## config.mk

```make
export PLATFORM = sky130hd
export DESIGN_NAME = serial_frame_collector
export DESIGN_NICKNAME = d
export VERILOG_FILES = /design/src/rtl/serial_frame_collector.sv
export SDC_FILE = /design/constraint.sdc
export NUM_CORES = 1
export LEC_CHECK = 0
export CORE_MARGIN = 2
export CORE_UTILIZATION = 47
export CTS_BUF_LIST = sky130_fd_sc_hd__clkbuf_8
export CTS_CLUSTER_DIAMETER = 100
export CTS_CLUSTER_SIZE = 8
export DETAILED_ROUTE_END_ITERATION = 8
export PLACE_DENSITY_LB_ADDON = 0.12
export SETUP_SLACK_MARGIN = 0.3
export SLEW_MARGIN = 25
export SYNTH_ARGS = -nofsm -noshare
export SYNTH_HDL_FRONTEND = slang
export SYNTH_SLANG_ARGS = --single-unit
```

## constraint.sdc

```tcl
create_clock -name clk -period 3.6 [get_ports clk]
set_input_delay 0.54 -clock clk [delete_from_list [all_inputs] [get_ports clk]]
set_output_delay 0.54 -clock clk [all_outputs]
set_load 0.005 [all_outputs]
```

## src/rtl/serial_frame_collector.sv

```systemverilog
// Assembles 32-bit frames from a bit stream kept in lockstep with a 5-bit frame counter,
// queues good frames in a small FIFO and counts frames lost to dropouts, desync or overflow.
//
// state   | meaning
// ALIGN   | waiting for count == 0 to start a new frame
// COLLECT | shifting bits, checking counter/wrap consistency
module serial_frame_collector #(
  parameter int FIFO_DEPTH = 2,
  parameter bit MSB_FIRST  = 1'b1
) (
  input  logic        clk,
  input  logic        reset,
  input  logic        serial_in,
  input  logic        bit_en,
  input  logic [4:0]  count,
  input  logic        reached,
  output logic [31:0] data_out,
  output logic        data_valid,
  input  logic        data_ready,
  output logic        overflow,
  output logic [7:0]  frames_dropped
);

  localparam int AW = $clog2(FIFO_DEPTH);

  typedef enum logic {ALIGN, COLLECT} state_t;

  state_t      state;
  logic [31:0] shreg;
  logic        frame_ok;

  logic [31:0] mem [FIFO_DEPTH];
  logic [AW-1:0] wr_ptr, rd_ptr, rd_next;
  logic [AW:0]   level, level_next;

  logic        count_zero, boundary, desync;
  logic        push_req, full, pop, push, lost, drop;
  logic [31:0] first_bit, shifted;

  always_comb begin
    count_zero = (count == 5'd0);
    boundary   = (state == COLLECT) && reached && count_zero;
    desync     = (state == COLLECT) && (reached != count_zero);
    push_req   = boundary && frame_ok;
    full       = (level == (AW+1)'(FIFO_DEPTH));
    pop        = data_valid && data_ready;
    push       = push_req && (!full || pop);
    lost       = push_req && full && !pop;
    drop       = (boundary && !frame_ok) || desync || lost;
    level_next = level + (AW+1)'(push) - (AW+1)'(pop);
    rd_next    = rd_ptr + AW'(pop);
    first_bit  = MSB_FIRST ? {31'b0, serial_in} : {serial_in, 31'b0};
    shifted    = MSB_FIRST ? {shreg[30:0], serial_in} : {serial_in, shreg[31:1]};
  end

  always_ff @(posedge clk) begin
    if (reset) begin
      state          <= ALIGN;
      shreg          <= '0;
      frame_ok       <= 1'b0;
      wr_ptr         <= '0;
      rd_ptr         <= '0;
      level          <= '0;
      data_out       <= '0;
      data_valid     <= 1'b0;
      overflow       <= 1'b0;
      frames_dropped <= '0;
      for (int i = 0; i < FIFO_DEPTH; i++) mem[i] <= '0;
    end else begin
      case (state)
        ALIGN: begin
          if (count_zero) begin
            shreg    <= first_bit;
            frame_ok <= bit_en;
            state    <= COLLECT;
          end
        end
        COLLECT: begin
          if (desync) begin
            shreg    <= '0;
            frame_ok <= 1'b0;
            state    <= ALIGN;
          end else if (boundary) begin
            shreg    <= first_bit;
            frame_ok <= bit_en;
          end else begin
            shreg    <= shifted;
            frame_ok <= frame_ok & bit_en;
          end
        end
        default: state <= ALIGN;
      endcase

      if (push) begin
        mem[wr_ptr] <= shreg;
        wr_ptr      <= wr_ptr + AW'(1);
      end
      rd_ptr     <= rd_next;
      level      <= level_next;
      data_valid <= (level_next != '0);
      // Head word is registered; a word written this edge can itself become the head.
      if (push && (wr_ptr == rd_next)) data_out <= shreg;
      else                             data_out <= mem[rd_next];

      if (lost) overflow <= 1'b1;
      if (drop && (frames_dropped != 8'hFF)) frames_dropped <= frames_dropped + 8'd1;
    end
  end

endmodule

```

# After elaboration in Yosys (flattened, before gate mapping)
# Memories as Yosys holds them, arrays and structs flattened. A register that Yosys moved wholly into a read port is not among the register bits.
# Index checks and enable logic that the tools add are counted.
[totals]
register_bits = 48
ramBits = 64
n_memories = 1
[mem_list]
columns = ["memory", "words", "word_bits", "rd", "rd_clocked_by_memory_dff", "wr", "line_no", "rtl"]
rows = [
  ["mem", 2, 32, 1, 1, 2, "32", "logic [31:0] mem [FIFO_DEPTH];"],
]
[classes]
eq_ne = 4
reduce_logical = 19
addsub = 5
muxes = 19
bitwise = 2
[ops]
columns = ["operator", "n"]
rows = [
  ["2-to-1 mux 32 bit", 4],
  ["case mux 32 bit (2 select lines)", 1],
  ["OR reduction 32 bit", 1],
  ["2-to-1 mux 1 bit", 12],
  ["logical AND 1 bit", 10],
  ["adder 8 x 1 -> 8 bit (second input constant)", 1],
  ["inequality test 8 bit (second input constant)", 1],
  ["logical NOT 5 bit", 1],
  ["case mux 1 bit (2 select lines)", 2],
  ["logical NOT 1 bit", 3],
  ["logical OR 1 bit", 3],
  ["adder 2 x 1 -> 2 bit", 1],
  ["== test 2 bit (second input constant)", 1],
  ["inequality test 2 bit (second input constant)", 1],
  ["nonzero test 2 bit", 1],
  ["subtractor 2 x 1 -> 2 bit", 1],
  ["adder 1 bit", 1],
  ["adder 1 bit (second input constant)", 1],
  ["AND 1 bit", 1],
  ["inequality test 1 bit", 1],
  ["inverter 1 bit", 1],
]

# Logic depth before layout (Yosys ltp)
# Gate-level depths: netlist of the first run.
[logic_depth]
depth_word = 9
mapped_depth = 10
ltp_nobuf = 8

# Worst setup path after synthesis of the first run
# Ideal clock, no wire load.
[synth_path]
path_type = "in2reg"
start = "input port count[0]"
end = "memory mem[0][0], enable pin"
slack_ps = 291
cell_stages = 5
arrival_ps = 2881
required_ps = 3172
n_path_buf = 1
path_cell_list = "nor4_4 -> nand3_2 -> or2_1 -> buf_6 -> o21bai_1"
[synth_lines]
columns = ["element", "line_no", "rtl"]
rows = [
  ["start, declared", "15", "input logic [4:0] count,"],
  ["end, declared", "32", ""],
]

==> summary.txt, run 1 <==
Fmax: 390 MHz
Worst Hold Depth: 2
Worst-case clock skew: 0.00966 ns
Syn avg cell area: 12.5 um2
Final hold vios: 0
Most frequent cell after synthesis: dfxtp_1
Most used flip-flop cell after synthesis: dfxtp_1
GRT Max-Usage Layer: met2
Resized cells post-CTS: 0
Maximum clock path buffer count: 2
Synth top cells by count: 80 x dfxtp_1, 66 x and2_1, 64 x edfxtp_1
# rows: 39
Footprint of the multi-input gates: 1890 um2
Clock sinks: 144
Synth Instances: 444
H-Tree Depth: 4
Vias per std cell: 5.32
Critical path required time: 3.90 ns
PD cells: 453 nW/um2
Ys async rst share: 0
Met3 Use GR: 0.0503
Setup bufs post-CTS: 0
Die span in x: 113 um
Boundary Pins: 53
Hold Crit Class: flip-flop to flip-flop
Slowest cell on crit path: nor3_2
Delay-heaviest family, CP: simple AND/OR/NAND/NOR gates
# setup viols final: 0
Share of cells above drive strength 1: 0.0963
Area delta synth->final: 18.5%
Max Cap Viol: 0
Final Cycle Share: 0.712
Final Power: 2990 uW
CTS Root Cell: clkbuf_8
Worst Reg-to-Reg Cells: 6
Synth area leader: edfxtp_1
DR vias: 3468
CP max FO: 23
Yosys top cell area share: 0.345
# hold bufs at CTS: 0
GR Util met1: 0.222
Setup tns final: 0 ns
Netlist cell types: 41
Crit path cell chain: clkdlybuf4s50_1 -> nor4_4 -> nand3_2 -> or2_1 -> nor3_2 -> buf_4 -> and2_1
Largest net degree at the start of global routing: 35
First-pass GRT wire length: 17.2 mm
Vias in the first global route: 3420
CP startpoint kind: primary input
Worst VDD drop: 0.263 mV
CP Buf/Inv Count: 2
Post-DP HPWL: 6.35 mm
Register area share after synthesis: 0.633
DR pass1 iterations: 5
Worst Max-Slew Pin Slew: 0.907 ns
Die ar.: 12700 um2
Syn_nets: 457
Worst r2r src: data_valid
Max_slew headroom: 0.392
Yosys warns: 0
CTS Buf Count: 17
Drt initial violations: 245
Flop2flop setup slack: 1.35 ns
Post-DRT Antenna Nets: 0
Synth top area cells: edfxtp_1 35%, dfxtp_1 29%, and2_1 7.4%
Clock Latency Late Sink: 0.44 ns
Core region area: 11500 um2
Crit end category: flip-flop
GR Layer Usage met2: 0.285
Post-Syn Area: 5570 um2
CTS tree: done
CP Class: primary input to flip-flop
EDFF count, synth: 64
CTS clk-pin slew, worst paths: 0.07 ns
Fillers: 954
Detailed Route WL: 10.6 mm
Tot GR Track Use: 0.175
Initial Utilization: 0.486
Final net count: 509
Total grt overflow: 0
# diodes: 0
DRC Markers: 0
RSZ-0062 raised after global routing: false
Seq. cell area: 3520 um2
WL/cell: 16.2 um
Min cycle time layout: 2.56 ns
Final Max Slew Viols: 0
CP max stage delay: 0.45 ns
Die Height: 113 um
Yosys reg bits: 144
Hold path startpoint: overflow
R2R Path End: mem[1][15]
Outcome: finished, final reports clean
Placer Congestion: 0.713
Critical Path AT: 2.87 ns
Worst hold path endpoint: overflow
P_leak: 0.00259 uW
Initial antenna violation count: 0
I/O Buffers: 52
[area by class of cell]
cell class | instances | share of cell area
Sequential cell | 144 | 0.534
Multi-Input combinational cell | 263 | 0.286
Timing Repair Buffer | 64 | 0.0967
Clock buffer | 19 | 0.0396
Tap cell | 143 | 0.0271
Clock inverter | 13 | 0.0129
Inverter | 6 | 0.00341
[registers in the layout (all words and copies together) (netlist names)]
register and flops:
rd_ptr 1, frames_dropped 8, data_out 32, mem 64
level 2, data_valid 1, wr_ptr 1, overflow 1
shreg 32, state 1, frame_ok 1
[worst max-delay path by stage]
stage / start / end / depth (start not counted)
after floorplan: count[0] / mem[0][0] / 5
after global placement: data_ready / data_out[15] / 6
after detailed placement: count[0] / mem[0][9] / 7
after CTS: count[0] / mem[0][15] / 7
after global routing: count[0] / mem[0][30] / 7
final: count[0] / mem[0][15] / 7
[report_power, final]
group | switching [uW] | total (uW) | internal (uW)
Sequential | 12.9 | 1760 | 1750
Combinational | 58.5 | 113 | 54.3
Clock | 557 | 1120 | 560
[logic make-up (layout without fill, tap and decap cells)]
family / Yosys count / after routing / synth area share
flip-flops: 144 / 144 / 0.633
AND/OR/NAND/NOR: 135 / 135 / 0.138
AO/OA/AOI/OAI: 86 / 86 / 0.117
buffers and inverters: 37 / 102 / 0.0337
multiplexers: 33 / 33 / 0.0593
XOR/XNOR: 7 / 7 / 0.0148
adder cells (fa/ha/maj): 2 / 2 / 0.00449
[cell usage in the layout, fill, tap and decap left out, drive strengths merged, types with 2 or more instances in the layout]
| cell | netlist | layout |
|---|---|---|
| dfxtp | 80 | 80 |
| and2 | 66 | 66 |
| edfxtp | 64 | 64 |
| clkdlybuf4s50 | 0 | 51 |
| nand2 | 38 | 38 |
| o31ai | 34 | 34 |
| mux2i | 33 | 33 |
| a22o | 32 | 32 |
| clkbuf | 11 | 19 |
| buf | 20 | 13 |
| inv | 6 | 11 |
| a21oi | 9 | 9 |
| nor2 | 7 | 7 |
| clkinv | 0 | 6 |
| o21ai | 5 | 5 |
| xnor2 | 5 | 5 |
| nand3 | 5 | 5 |
| or3 | 4 | 4 |
| nor3 | 4 | 4 |
| or4 | 2 | 2 |
| ha | 2 | 2 |
| or2 | 2 | 2 |
[layer usage]
layer	up-vias	wire length, um
li1	1706	-
met1	1680	4710
met2	74	5220
met3	8	578
met4	0	77
met5	-	0
[worst reg2reg max path: cells and delay by family, from the launching register on]
| kind | cells | cell delay, ns |
|---|---|---|
| and+or+nand+nor | 5 | 1.46 |
| DFF | 1 | 0.31 |
| buffers and inverters | 1 | 0.22 |
[per-stage QoR]
stage                     instances  setup slack [ns]  instance area, um2   util  hold slack [ns]
after detailed placement        620             0.554                6250  0.545            0.481
after global placement          619             0.602                6220  0.543            0.469
after CTS                       652              1.02                6600  0.575            0.496
after global routing            652             0.832                6600  0.575            0.515
after floorplan                 444             0.973                5570      -            0.453
final                           652              1.04                6600  0.575            0.490
(Power assumes the default switching activity.)
==> run 2: changes to the inputs <==
==> constraint.sdc (replaced) <==
create_clock -name clk -period 2.4 [get_ports clk]
set_input_delay 0.36 -clock clk [delete_from_list [all_inputs] [get_ports clk]]
set_output_delay 0.36 -clock clk [all_outputs]
set_load 0.005 [all_outputs]
==> run 2 against run 1 <==
Against the previous run:
- via count is 2.1% higher
- sequential share of layout area shrank 2.4 points
- count of clock-buffer cells in the layout down 2
- utilization is 2.7 points higher
- largest cell class unchanged
- largest power group unchanged
==> summary.txt, run 2 (synthesis gave the netlist of run 1 again) <==
Outcome: finished, final reports clean
Boundary Pins: 53
NetSw: 984 uW
Placer Congestion: 0.718
Max Cap Viol: 0
Final Cycle Share: 0.812
CTS Buf Count: 17
Largest net degree at the start of global routing: 33
Pint: 3930 uW
CTS tree: done
Worst VDD drop: 0.455 mV
Commonest non-fill, non-tap cell in the layout: dfxtp_1
CP max FO: 25
Core region area: 11500 um2
Final hold vios: 0
Detailed Route WL: 10.6 mm
Final net count: 525
RSZ-0062 raised after global routing: false
P_leak: 0.00271 uW
WL/cell: 15.9 um
Post-DRT Antenna Nets: 0
CTS Root Cell: clkbuf_8
Placed insts: 636
Resized cells post-CTS: 0
Biggest regs: mem x64, data_out x32, shreg x32
# rows: 39
Share of power burned in registers: 0.538
DR vias: 3540
# setup viols final: 0
First-pass GRT wire length: 17.3 mm
Share of power burned in combinational logic: 0.038
# diodes: 0
Die ar.: 12700 um2
Footprint of the multi-input gates: 1900 um2
Initial Utilization: 0.486
Layout Utilization: 0.602
Min cycle time layout: 1.95 ns
Max_slew headroom: 0.612
Maximum clock path buffer count: 2
CP Class: primary input to flip-flop
Hold Crit Class: primary input to flip-flop
Seq. cell area: 3520 um2
CTS clk-pin slew, worst paths: 0.07 ns
Die Height: 113 um
Worst Max-Slew Pin Slew: 0.583 ns
Setup tns final: 0 ns
Worst Reg-to-Reg Cells: 5
Slowest cell on crit path: clkdlybuf4s50_1
Drt initial violations: 280
Share of cells above drive strength 1: 0.126
Crit end category: flip-flop
Setup bufs post-CTS: 0
Worst-case clock skew: 0.00784 ns
Fin cells: 668
Clock sinks: 144
Clock Latency Late Sink: 0.45 ns
Post-DP HPWL: 6.36 mm
Delay-heaviest family, CP: simple AND/OR/NAND/NOR gates
Crit path cell chain: clkdlybuf4s50_1 -> nor4_4 -> nand3_2 -> or2_1 -> buf_4 -> nor3_2 -> buf_12 -> and2_1
# hold bufs at CTS: 0
Clock power frac: 0.424
Tot GR Track Use: 0.178
Initial antenna violation count: 0
Critical path depth in cells: 8
Fillers: 908
Max FFs per register: 64
Most frequent cells in the layout: 80 x dfxtp_1, 66 x and2_1, 64 x edfxtp_1
Critical Path AT: 2.27 ns
Total grt overflow: 0
I/O Buffers: 52
Die span in x: 113 um
Vias in the first global route: 3396
Worst Hold Depth: 5
DR pass1 iterations: 4
PD cells: 712 nW/um2
Critical path required time: 2.72 ns
Hold slack: 0.434 ns
Vias per std cell: 5.30
DRC Markers: 0
CP max stage delay: 0.44 ns
CP startpoint kind: primary input
Sw Share: 0.200
Final Max Slew Viols: 0
Area delta synth->final: 24.0%
CP Buf/Inv Count: 3
Fmax: 513 MHz
Most flop-heavy register: mem
H-Tree Depth: 4
[run 2: power by group through the flow]
stage               Sequential, uW  Clock (uW)  Combinational, uW
floorplan                     2700           0               71.9
global placement              2700           0                190
detailed placement            2700           0                191
CTS                           2640        2130                193
global route                  2650        2230                203
finish                        2640        2090                187
[run 2: final cells by class]
| type | count | share of cell area |
|---|---|---|
| timing repair buffer | 80 | 0.123 |
| sequential | 144 | 0.510 |
| inverter | 6 | 0.00326 |
| clock inverter | 15 | 0.0288 |
| multi-input combinational | 263 | 0.275 |
| tap | 143 | 0.0259 |
| clock buffer | 17 | 0.0339 |
[run 2: worst reg2reg max path, cell delays in order (launching register included)]
cell and delay [ns]:
dfxtp_1 0.50, xnor3_1 0.47, nor4b_2 0.18, buf_4 0.17, buf_12 0.15, o31ai_1 0.32
[run 2: worst paths after layout]
check                              start      endpoint  slack (ns)
worst max-delay path            count[4]     mem[0][7]        0.45
worst min register to register  overflow      overflow        0.47
worst max register to register    wr_ptr  data_out[29]        0.49
worst min-delay path               reset  data_out[31]        0.43
[run 2: routing by layer]
| layer | global-route usage | share of wire |
|---|---|---|
| met1 | 0.233 | 0.47 |
| met2 | 0.275 | 0.47 |
| met3 | 0.0514 | 0.038 |
| met4 | 0.0813 | 0.018 |
| met5 | 0 | 0 |
[run 2: metrics by stage]
stage	worst slack [ns]	power [uW]	area, um2
6_report	0.451	4920	6910
5_1_grt	0.302	5080	6910
4_1_cts	0.456	4970	6910
3_5_place_dp	-0.0162	2890	6470
3_3_place_gp	-0.0132	2890	6470
2_1_floorplan	0.232	2770	5580
==> run 3: changes to the inputs <==
==> constraint.sdc (replaced) <==
create_clock -name clk -period 2 [get_ports clk]
set_input_delay 0.3 -clock clk [delete_from_list [all_inputs] [get_ports clk]]
set_output_delay 0.3 -clock clk [all_outputs]
set_load 0.005 [all_outputs]
==> run 3 against run 2 <==
Against the previous run:
- flip-flop and latch count stayed put
- hold slack worse by 0.15 ns
- die area did not move
- clock skew rose by 0.0060 ns
- worst setup slack got worse by 0.23 ns
- final cell count increased by 3.6%
- first-iteration DRC count fell by 25%
- critical endpoint is now data_out[19]
- largest cell class unchanged
==> summary.txt, run 3 (synthesis gave the netlist of run 1 again) <==
Drt initial violations: 211
Crit end category: flip-flop
Initial antenna violation count: 0
Vias per std cell: 5.29
Critical path required time: 2.35 ns
Largest net degree at the start of global routing: 33
CP Launch Point: state
Total grt overflow: 0
Hold path startpoint: reset
Core region area: 11500 um2
CTS tree: done
DR pass1 iterations: 4
Final Max Slew Viols: 0
Fmax: 561 MHz
Clock sinks: 144
Delay-heaviest family, CP: buffers and inverters
Post-DP HPWL: 6.44 mm
# hold bufs at CTS: 0
Vias in the first global route: 3513
# setup viols final: 0
Final net count: 549
CP dominant cell by count: buf_4
Hold Crit Class: primary input to flip-flop
Tot GR Track Use: 0.179
Crit path cell chain: and3_4 -> nand3_4 -> buf_4 -> buf_4 -> nor4b_4 -> buf_6 -> buf_12 -> clkbuf_16 -> nand2_1 -> o31ai_1
Commonest non-fill, non-tap cell in the layout: dfxtp_1
Share of cells above drive strength 1: 0.226
DRC Markers: 0
Maximum clock path buffer count: 2
Post-DRT Antenna Nets: 0
Fillers: 878
WL/cell: 16.7 um
Area delta synth->final: 31.6%
Die ar.: 12700 um2
CP startpoint kind: flip-flop
Slowest cell on crit path: dfxtp_2
Min cycle time layout: 1.78 ns
Max_slew headroom: 0.730
First-pass GRT wire length: 17.8 mm
Die Height: 113 um
# rows: 39
Layout Utilization: 0.639
Critical Path AT: 2.13 ns
H-Tree Depth: 4
CP max stage delay: 0.33 ns
PD cells: 759 nW/um2
Outcome: finished, final reports clean
CP Class: flip-flop to flip-flop
Biggest regs: mem x64, data_out x32, shreg x32
Most flop-heavy register: mem
Final hold vios: 0
Initial Utilization: 0.486
CP max FO: 8
CTS clk-pin slew, worst paths: 0.07 ns
Worst r2r src: state
Final Power: 5560 uW
RSZ-0062 raised after global routing: true
Die span in x: 113 um
Worst VDD drop: 0.472 mV
Flop2flop setup slack: 0.22 ns
CTS Buf Count: 17
Worst Max-Slew Pin Slew: 0.405 ns
Most frequent cells in the layout: 69 x dfxtp_1, 65 x and2_1, 64 x edfxtp_1
Detailed Route WL: 11.6 mm
DR vias: 3662
P_leak: 0.00289 uW
CTS Root Cell: clkbuf_8
Clock Latency Late Sink: 0.44 ns
Worst-case clock skew: 0.0138 ns
I/O Buffers: 52
Placer Congestion: 0.739
Max FFs per register: 64
Final Cycle Share: 0.892
Max Cap Viol: 0
CP Buf/Inv Count: 5
Boundary Pins: 53
# diodes: 0
==> run 3: cell types whose count changed in the layout (fill, tap and decap cells not counted), sizes merged <==
cell	before	now
buf	29	48
bufinv	5	1
clkinv	7	4
clkinvlp	2	4
clkbuf	17	22
inv	7	12
dlygate4sd2	0	5
clkdlybuf4s50	51	46
==> run 3: per-layer routing <==
layer | global-route usage | vias up | wire, um
li1 | - | 1790 | -
met5 | 0 | - | 0
met2 | 0.282 | 76 | 5540
met3 | 0.0428 | 14 | 518
met4 | 0.0683 | 0 | 159
met1 | 0.240 | 1782 | 5350
==> run 3: final timing paths <==
check,cells past startpoint,end
max reg2reg,10,data_out[19]
min reg2reg,2,overflow
min,2,rd_ptr
max,10,data_out[19]
==> run 3: power breakdown <==
group	switching (uW)	total, uW	internal, uW
sequential	23.3	3170	3150
clock	1150	2150	995
combinational	116	246	130
total	1290	5560	4270
==> run 3: final cells by class <==
cell class,instances,area (um2),share of cell area
Timing Repair Buffer,104,1210,0.165
Inverter,6,22.5,0.00307
Clock inverter,15,136,0.0186
Clock buffer,17,234,0.0319
Tap cell,143,179,0.0244
Multi-Input combinational cell,263,2010,0.275
Sequential cell,144,3540,0.483
==> run 3: timing repair <==
action / CTS / global route
endpoints found under the setup margin: 168 / 167
gates resized for setup: 35 / 26
gates cloned: 1 / 7
setup buffers: 6 / 6
pin swaps: 7 / 7
==> run 3: through the flow <==
step | std cells | instance area [um2] | hold slack [ns] | setup WS (ns) | setup TNS, ns
floorplan | 444 | 5580 | 0.433 | -0.108 | -3.65
global placement | 640 | 6490 | 0.458 | -0.342 | -53.61
detailed placement | 640 | 6490 | 0.470 | -0.346 | -55.00
CTS | 679 | 7040 | 0.253 | 0.199 | 0
global route | 692 | 7330 | 0.294 | 0.134 | 0
finish | 692 | 7330 | 0.283 | 0.216 | 0
==> run 3: worst reg2reg max path, delay by kind of cell (launching register included) <==
| family | cells | cell delay, ns |
|---|---|---|
| buffers and inverters | 5 | 0.77 |
| DFF | 1 | 0.33 |
| and+or+nand+nor | 4 | 0.55 |
| AOI/OAI and AO/OA | 1 | 0.06 |
